<file path="src/rtl/hazard_unit.sv">
// Load-use stall and taken-branch flush controller for a 5-stage pipeline.
// Control outputs are Mealy from state and inputs; counters and stalling are registered.
//   state | meaning
//   RUN   | normal flow, watching for load-use hazards and taken branches
//   STALL | extra load-use bubble cycles while cnt counts down to 1
module hazard_unit #(
  parameter int LOAD_STALL = 1
) (
  input  logic        clock,
  input  logic        reset,
  input  logic        idexMemRead,
  input  logic [4:0]  idexRt,
  input  logic [4:0]  ifidRs,
  input  logic [4:0]  ifidRt,
  input  logic        ifidUsesRt,
  input  logic        branchTaken,
  output logic        pcWrite,
  output logic        ifidWrite,
  output logic        ifidFlush,
  output logic        idexFlush,
  output logic        exmemFlush,
  output logic        stalling,
  output logic [15:0] stallCycles,
  output logic [15:0] flushEvents
);

  typedef enum logic {RUN, STALL} state_t;

  localparam logic [1:0] CNT_LOAD = 2'(LOAD_STALL - 1);

  state_t     state;
  logic [1:0] cnt;
  logic       loadUse;

  // x0 is hardwired to zero, so a load into it can never be a hazard
  assign loadUse = idexMemRead && (idexRt != 5'd0) &&
                   ((idexRt == ifidRs) || (ifidUsesRt && (idexRt == ifidRt)));

  always_comb begin
    pcWrite    = 1'b1;
    ifidWrite  = 1'b1;
    ifidFlush  = 1'b0;
    idexFlush  = 1'b0;
    exmemFlush = 1'b0;
    if (reset) begin
      pcWrite    = 1'b0;
      ifidWrite  = 1'b0;
      ifidFlush  = 1'b1;
      idexFlush  = 1'b1;
      exmemFlush = 1'b1;
    end else if (branchTaken) begin
      ifidFlush  = 1'b1;
      idexFlush  = 1'b1;
      exmemFlush = 1'b1;
    end else if (state == STALL || loadUse) begin
      pcWrite   = 1'b0;
      ifidWrite = 1'b0;
      idexFlush = 1'b1;
    end
  end

  always_ff @(posedge clock or posedge reset) begin
    if (reset) begin
      state       <= RUN;
      cnt         <= 2'd0;
      stalling    <= 1'b0;
      stallCycles <= 16'd0;
      flushEvents <= 16'd0;
    end else if (branchTaken) begin
      state    <= RUN;
      cnt      <= 2'd0;
      stalling <= 1'b0;
      if (flushEvents != 16'hFFFF) flushEvents <= flushEvents + 16'd1;
    end else if (state == STALL) begin
      if (stallCycles != 16'hFFFF) stallCycles <= stallCycles + 16'd1;
      cnt <= cnt - 2'd1;
      if (cnt == 2'd1) begin
        state    <= RUN;
        stalling <= 1'b0;
      end
    end else if (loadUse) begin
      if (stallCycles != 16'hFFFF) stallCycles <= stallCycles + 16'd1;
      // the first penalty cycle is spent in RUN; STALL covers the remainder
      if (LOAD_STALL > 1) begin
        state    <= STALL;
        cnt      <= CNT_LOAD;
        stalling <= 1'b1;
      end
    end
  end

endmodule

</file>
<file path="config.mk">
export PLATFORM = sky130hd
export DESIGN_NAME = hazard_unit
export DESIGN_NICKNAME = d
export VERILOG_FILES = /design/src/rtl/hazard_unit.sv
export SDC_FILE = /design/constraint.sdc
export NUM_CORES = 1
export LEC_CHECK = 0
export CAP_MARGIN = 20
export CORE_MARGIN = 3
export CORE_UTILIZATION = 25
export DETAILED_ROUTE_END_ITERATION = 10
export DONT_BUFFER_PORTS = 1
export PLACE_DENSITY = 0.36
export SYNTH_ARGS = -nofsm -noshare
export SYNTH_HDL_FRONTEND = slang
export SYNTH_SLANG_ARGS = --single-unit
</file>
<file path="constraint.sdc">
create_clock -name clock -period 2.6 [get_ports clock]
set_clock_uncertainty 0.2 [all_clocks]
set_input_delay 0.52 -clock clock [delete_from_list [all_inputs] [get_ports clock]]
set_output_delay 0.52 -clock clock [all_outputs]
set_load 0.01 [all_outputs]
</file>
Yosys cells after proc, flatten, opt, wreduce, memory -nomap -nowiden
Index checks and enable logic that the tools add are counted.
W data, S select, Z words.
{"block": "word_totals", "ff_bits": 36, "in_bits": 20, "out_inout_bits": 38, "wordCells": 45}
{"block": "op_classes", "addsub": 3, "n_eq_ne": 5, "muxes": 19, "n_bitwise": 1, "n_reduce_logical": 12}
{"cell": "$mux W16", "n": 3}
{"cell": "$add A16 B1 Y16 const B", "n": 2}
{"cell": "$ne A16 B16 Y1 const B", "n": 2}
{"cell": "$mux W1", "n": 14}
{"cell": "$eq A5 B5 Y1", "n": 2}
{"cell": "$reduce_and A2 Y1", "n": 3}
{"cell": "$reduce_bool A2 Y1", "n": 3}
{"cell": "$reduce_bool A5 Y1", "n": 1}
{"cell": "$mux W2", "n": 2}
{"cell": "$logic_and A1 B1 Y1", "n": 3}
{"cell": "$eq A2 B1 Y1 const B", "n": 1}
{"cell": "$logic_or A1 B1 Y1", "n": 2}
{"cell": "$sub A2 B1 Y2 const B", "n": 1}
{"cell": "$not A1 Y1", "n": 1}

Depth between registers and ports, before layout
{"block": "logic_depth", "word_depth": 8, "ltp_mapped": 7}

Worst setup path after synthesis
OpenSTA, ideal clock, no wires.
{"block": "synth_path", "kind": "input to output", "start": "in idexRt[1]", "end": "out pcWrite", "arrival_time_ns": 1.900, "setup_slack_ns": -0.020, "path_stages": 7, "cell_sequence": "or4_1 -> o21ai_2 -> inv_2 -> a21oi_4 -> nor2_1 -> nor2_1 -> buf_4"}
{"block": "synth_via", "elab_chain_cells": 8, "word_cells_on_any_way": 11, "cone_classes": "eq/ne (2); mux (3); reduce/logical (6)"}
{"item": "start: declaration", "line": "12", "rtl": "input logic [4:0] idexRt,"}
{"item": "$eq A5 B5 Y1", "line": "37", "rtl": "((idexRt == ifidRs) || (ifidUsesRt && (idexRt == ifidRt)));"}
{"item": "$logic_and A1 B1 Y1", "line": "37"}
{"item": "$logic_or A1 B1 Y1", "line": "37"}
{"item": "$logic_and A1 B1 Y1 (*)", "line": "36", "rtl": "assign loadUse = idexMemRead && (idexRt != 5'd0) &&"}
{"item": "$logic_or A1 B1 Y1 (*)", "line": "55", "rtl": "end else if (state == STALL || loadUse) begin"}
{"item": "$mux W1 (*) (3 in series)"}
{"item": "end: declaration", "line": "17", "rtl": "output logic pcWrite,"}
Mark *: on every way between the ends. The rest lies on a longest branch, timed or not.

Worst setup path after layout
{"block": "layout_path", "start": "in idexRt[1]", "end": "out ifidWrite"}
{"block": "layout_via", "elab_chain_cells": 8, "word_cells_on_any_way": 11, "cone_classes": "eq/ne (2); mux (3); reduce/logical (6)"}
{"item": "$eq A5 B5 Y1", "line": "37"}
{"item": "$logic_and A1 B1 Y1", "line": "37"}
{"item": "$logic_or A1 B1 Y1", "line": "37"}
{"item": "$logic_and A1 B1 Y1 (*)", "line": "36"}
{"item": "$logic_or A1 B1 Y1 (*)", "line": "55"}
{"item": "$mux W1 (*)", "line": "55"}
{"item": "$mux W1 (*)", "line": "51", "rtl": "end else if (branchTaken) begin"}
{"item": "$mux W1 (*)", "line": "45", "rtl": "if (reset) begin"}
{"item": "end: declaration", "line": "18", "rtl": "output logic ifidWrite,"}
Marked as above.

==> run metrics <==
Layout Nets 212; Pint 0.8816 mW; Yosys reg bits 35; Initial Utilization 0.2672; reg-to-reg slack, setup 0.29 ns; hold slack 0.02475 ns; Final setup viols 0; sequential power share 0.578; routed vias/inst 4.524; worst skew pair latency 0.28 ns; gr usage total 0.1077; wire per inst 15.28 µm; fmax 0.4015 GHz; Post-Route WL 4369 µm; Die Span Y 92.62 µm; Critical Path Source idexRt[1]; net switching power 0.3956 mW; Die Width 92.62 µm; layout cells sized above 1 0.1105; FP Rows 30; final critical-path required period 2.491 ns; RSZ-0062 raised after global routing no; CP Class input pin to output pin; largest delay contributor family on the critical path simple AND/OR/NAND/NOR gates; CTS tree built; placed cell area 1994 µm²; peak supply drop 0.3568 mV; postcts setup bufs 0; GPL Wtd Cong 0.7531; Max-Cap Viols 0; Final Cell Area 2079 µm²; Worst-path clk slew 0.08 ns; pre-CTS WS 0.1124 ns; Worst Path Arrival 1.77 ns; CP startpoint kind input pin; largest net degree at the start of global routing 36; worst hold path type input pin to async pin; register area share after synthesis 0.4670; Reg2Reg Launch Point stallCycles[0]; clock buffer depth 2; synth top area cells dfrtp_1 47%, xnor2_1 10%, xor2_1 8.4%, nand2_1 4.2%, nor2_1 3.4%; reg2reg path depth 6; hold bufs inserted after CTS 0; Logic pwr share 0.123; Clk pwr share 0.298; final worst path period share 0.9579; Root Buffer clkbuf_8; Mapped Nets 205; Iteration-0 DRC Markers 41; dpl hpwl 3410 µm; first-pass GRT wire length 7258 µm; Routed Antenna Nets 0; outcome complete, no violations; CP peak stage delay 0.52 ns; Area growth syn-to-layout 10.87%; post-synth top area share 0.4670; mapped cell area 1876 µm²; fin util 0.2963; post-route worst setup slack 0.1094 ns; Buffers on Ports 0; DRC 0; Clock Sinks 35; Max Slew Vio Count 0; vias in the first global route 1389; Inserted Clock Buffers 5; YS warnings 0; core region area 7019 µm²; number of H-tree levels 2; CP Buf/Inv Count 1; final setup TNS 0 ns; Hold Fails Final Rpt 0; routed via count 1294; Overflow after GRT 0; post_cts resized 0; CP max stage cell or4_1; Yosys cell types 34; Pre-Repair DR Iteration Count 4; pwr dens 614.2 nW/µm²; reg2reg end stallCycles[1]; cell taking the most area after synthesis dfrtp_1; Mapped Cells 182; Mean Syn Cell Area 10.31 µm²; CP Cell Sequence or4_1 -> o21ai_2 -> inv_2 -> a21oi_4 -> nor2_1 -> nor2_2; sw frac 0.3097; # IOs 58; die area 8578 µm²; crit end category output pin; Static Leak 0.9090 nW; Antenna diodes 0; critical path fanouts, max 3; CP Data Required Time 1.88 ns; antenna violations before repair 0
-- layout make-up --
class                      instances  area, µm²
inverter                           6      22.52
sequential                        35      875.8
multi-input combinational        137      945.9
timing repair buffer               4      30.03
clock inverter                     2      12.51
fill                             748       4940
clock buffer                       6      72.57
tap                               96      120.1
-- worst register-to-register path, cell delays in order, from the launching register on --
cell and delay (ns):
dfrtp_1 0.46, ha_1 0.24, nand4_1 0.20, nor4_2 0.30
nor3_1 0.14, a21oi_4 0.29, mux2_1 0.35
-- per-stage QoR --
step                cells  total power, mW
finish                286            1.277
global route          286            1.370
CTS                   286            1.310
detailed placement    278           0.9141
global placement      278           0.9017
floorplan             182           0.8649
-- synthesized netlist by cell type --
library cell and instances:
and4_1 2, buf_4 3, nand3_1 9, ha_1 3
a21oi_1 1, nor2_1 17, o22ai_2 1, nor3_1 7
nand4b_1 2, conb_1 1, or4_1 1, a211oi_1 1
and3_1 4, buf_6 1, and2_1 1, mux2_1 1
nor3b_1 1, o21ai_2 1, nand2b_1 2, dfrtp_1 35
mux2_2 1, nor4b_1 3, a21oi_4 2, inv_2 1
nor4_1 3, xnor2_1 22, mux2i_1 1, mux2_4 1
nand2_1 21, xor2_1 18, inv_1 5, or2b_1 1
nor4_2 2, nand4_1 7
-- registers in the layout (all words and copies together) (netlist names) --
name,cells
cnt,2
flushEvents,16
stallCycles,16
state,1
-- cells in the final DEF (no fill, tap or decap), types with 2 or more instances in the layout --
master	synthesis	routed
and4_1	2	2
dfrtp_1	35	35
nor4b_1	3	3
nand2b_1	2	2
and3_1	4	4
nor4_1	3	3
buf_4	3	4
xor2_1	18	18
nand4b_1	2	2
nand3_1	9	9
nor2_1	17	16
ha_1	3	3
nand4_1	7	7
nor3_1	7	7
inv_1	5	5
nand2_1	21	21
xnor2_1	22	22
a21oi_4	2	2
clkbuf_8	0	5
nor4_2	2	2
-- worst max-delay path by stage --
stage	to	slack, ns	cells after the start
after floorplan	pcWrite	0.04	7
after global placement	ifidWrite	0.11	6
after detailed placement	ifidWrite	0.11	6
after CTS	ifidWrite	0.11	6
after global routing	ifidWrite	0.04	6
final	ifidWrite	0.11	6
-- cells by family (layout without fill, tap and decap cells) --
| logic type | Yosys count | count (layout) | synth area share |
|---|---|---|---|
| flip-flops | 35 | 35 | 0.4670 |
| multiplexers | 4 | 4 | 0.02535 |
| XOR/XNOR | 40 | 40 | 0.1868 |
| buffers and inverters | 10 | 18 | 0.03002 |
| adder cells (fa/ha/maj) | 3 | 3 | 0.02002 |
| other | 1 | 1 | 0.001999 |
| AND/OR/NAND/NOR | 83 | 83 | 0.2335 |
| AO/OA/AOI/OAI | 6 | 6 | 0.03535 |
-- per-layer routing --
layer | GRT usage | up-vias | share of wire
li1 | - | 632 | -
met2 | 0.1867 | 25 | 0.53
met1 | 0.1213 | 635 | 0.42
met4 | 0.03297 | 0 | 0.0066
met5 | 0 | - | 0
met3 | 0.04305 | 2 | 0.045
-- power by group through the flow --
| stage | Clock [mW] | Combinational [mW] | Sequential (mW) |
|---|---|---|---|
| 2_1_floorplan | 0 | 0.142 | 0.723 |
| 3_3_place_gp | 0 | 0.154 | 0.747 |
| 3_5_place_dp | 0 | 0.162 | 0.752 |
| 4_1_cts | 0.406 | 0.162 | 0.742 |
| 5_1_grt | 0.434 | 0.180 | 0.756 |
| 6_report | 0.381 | 0.157 | 0.739 |
No activity file was read; power rests on OpenSTA's default activity.
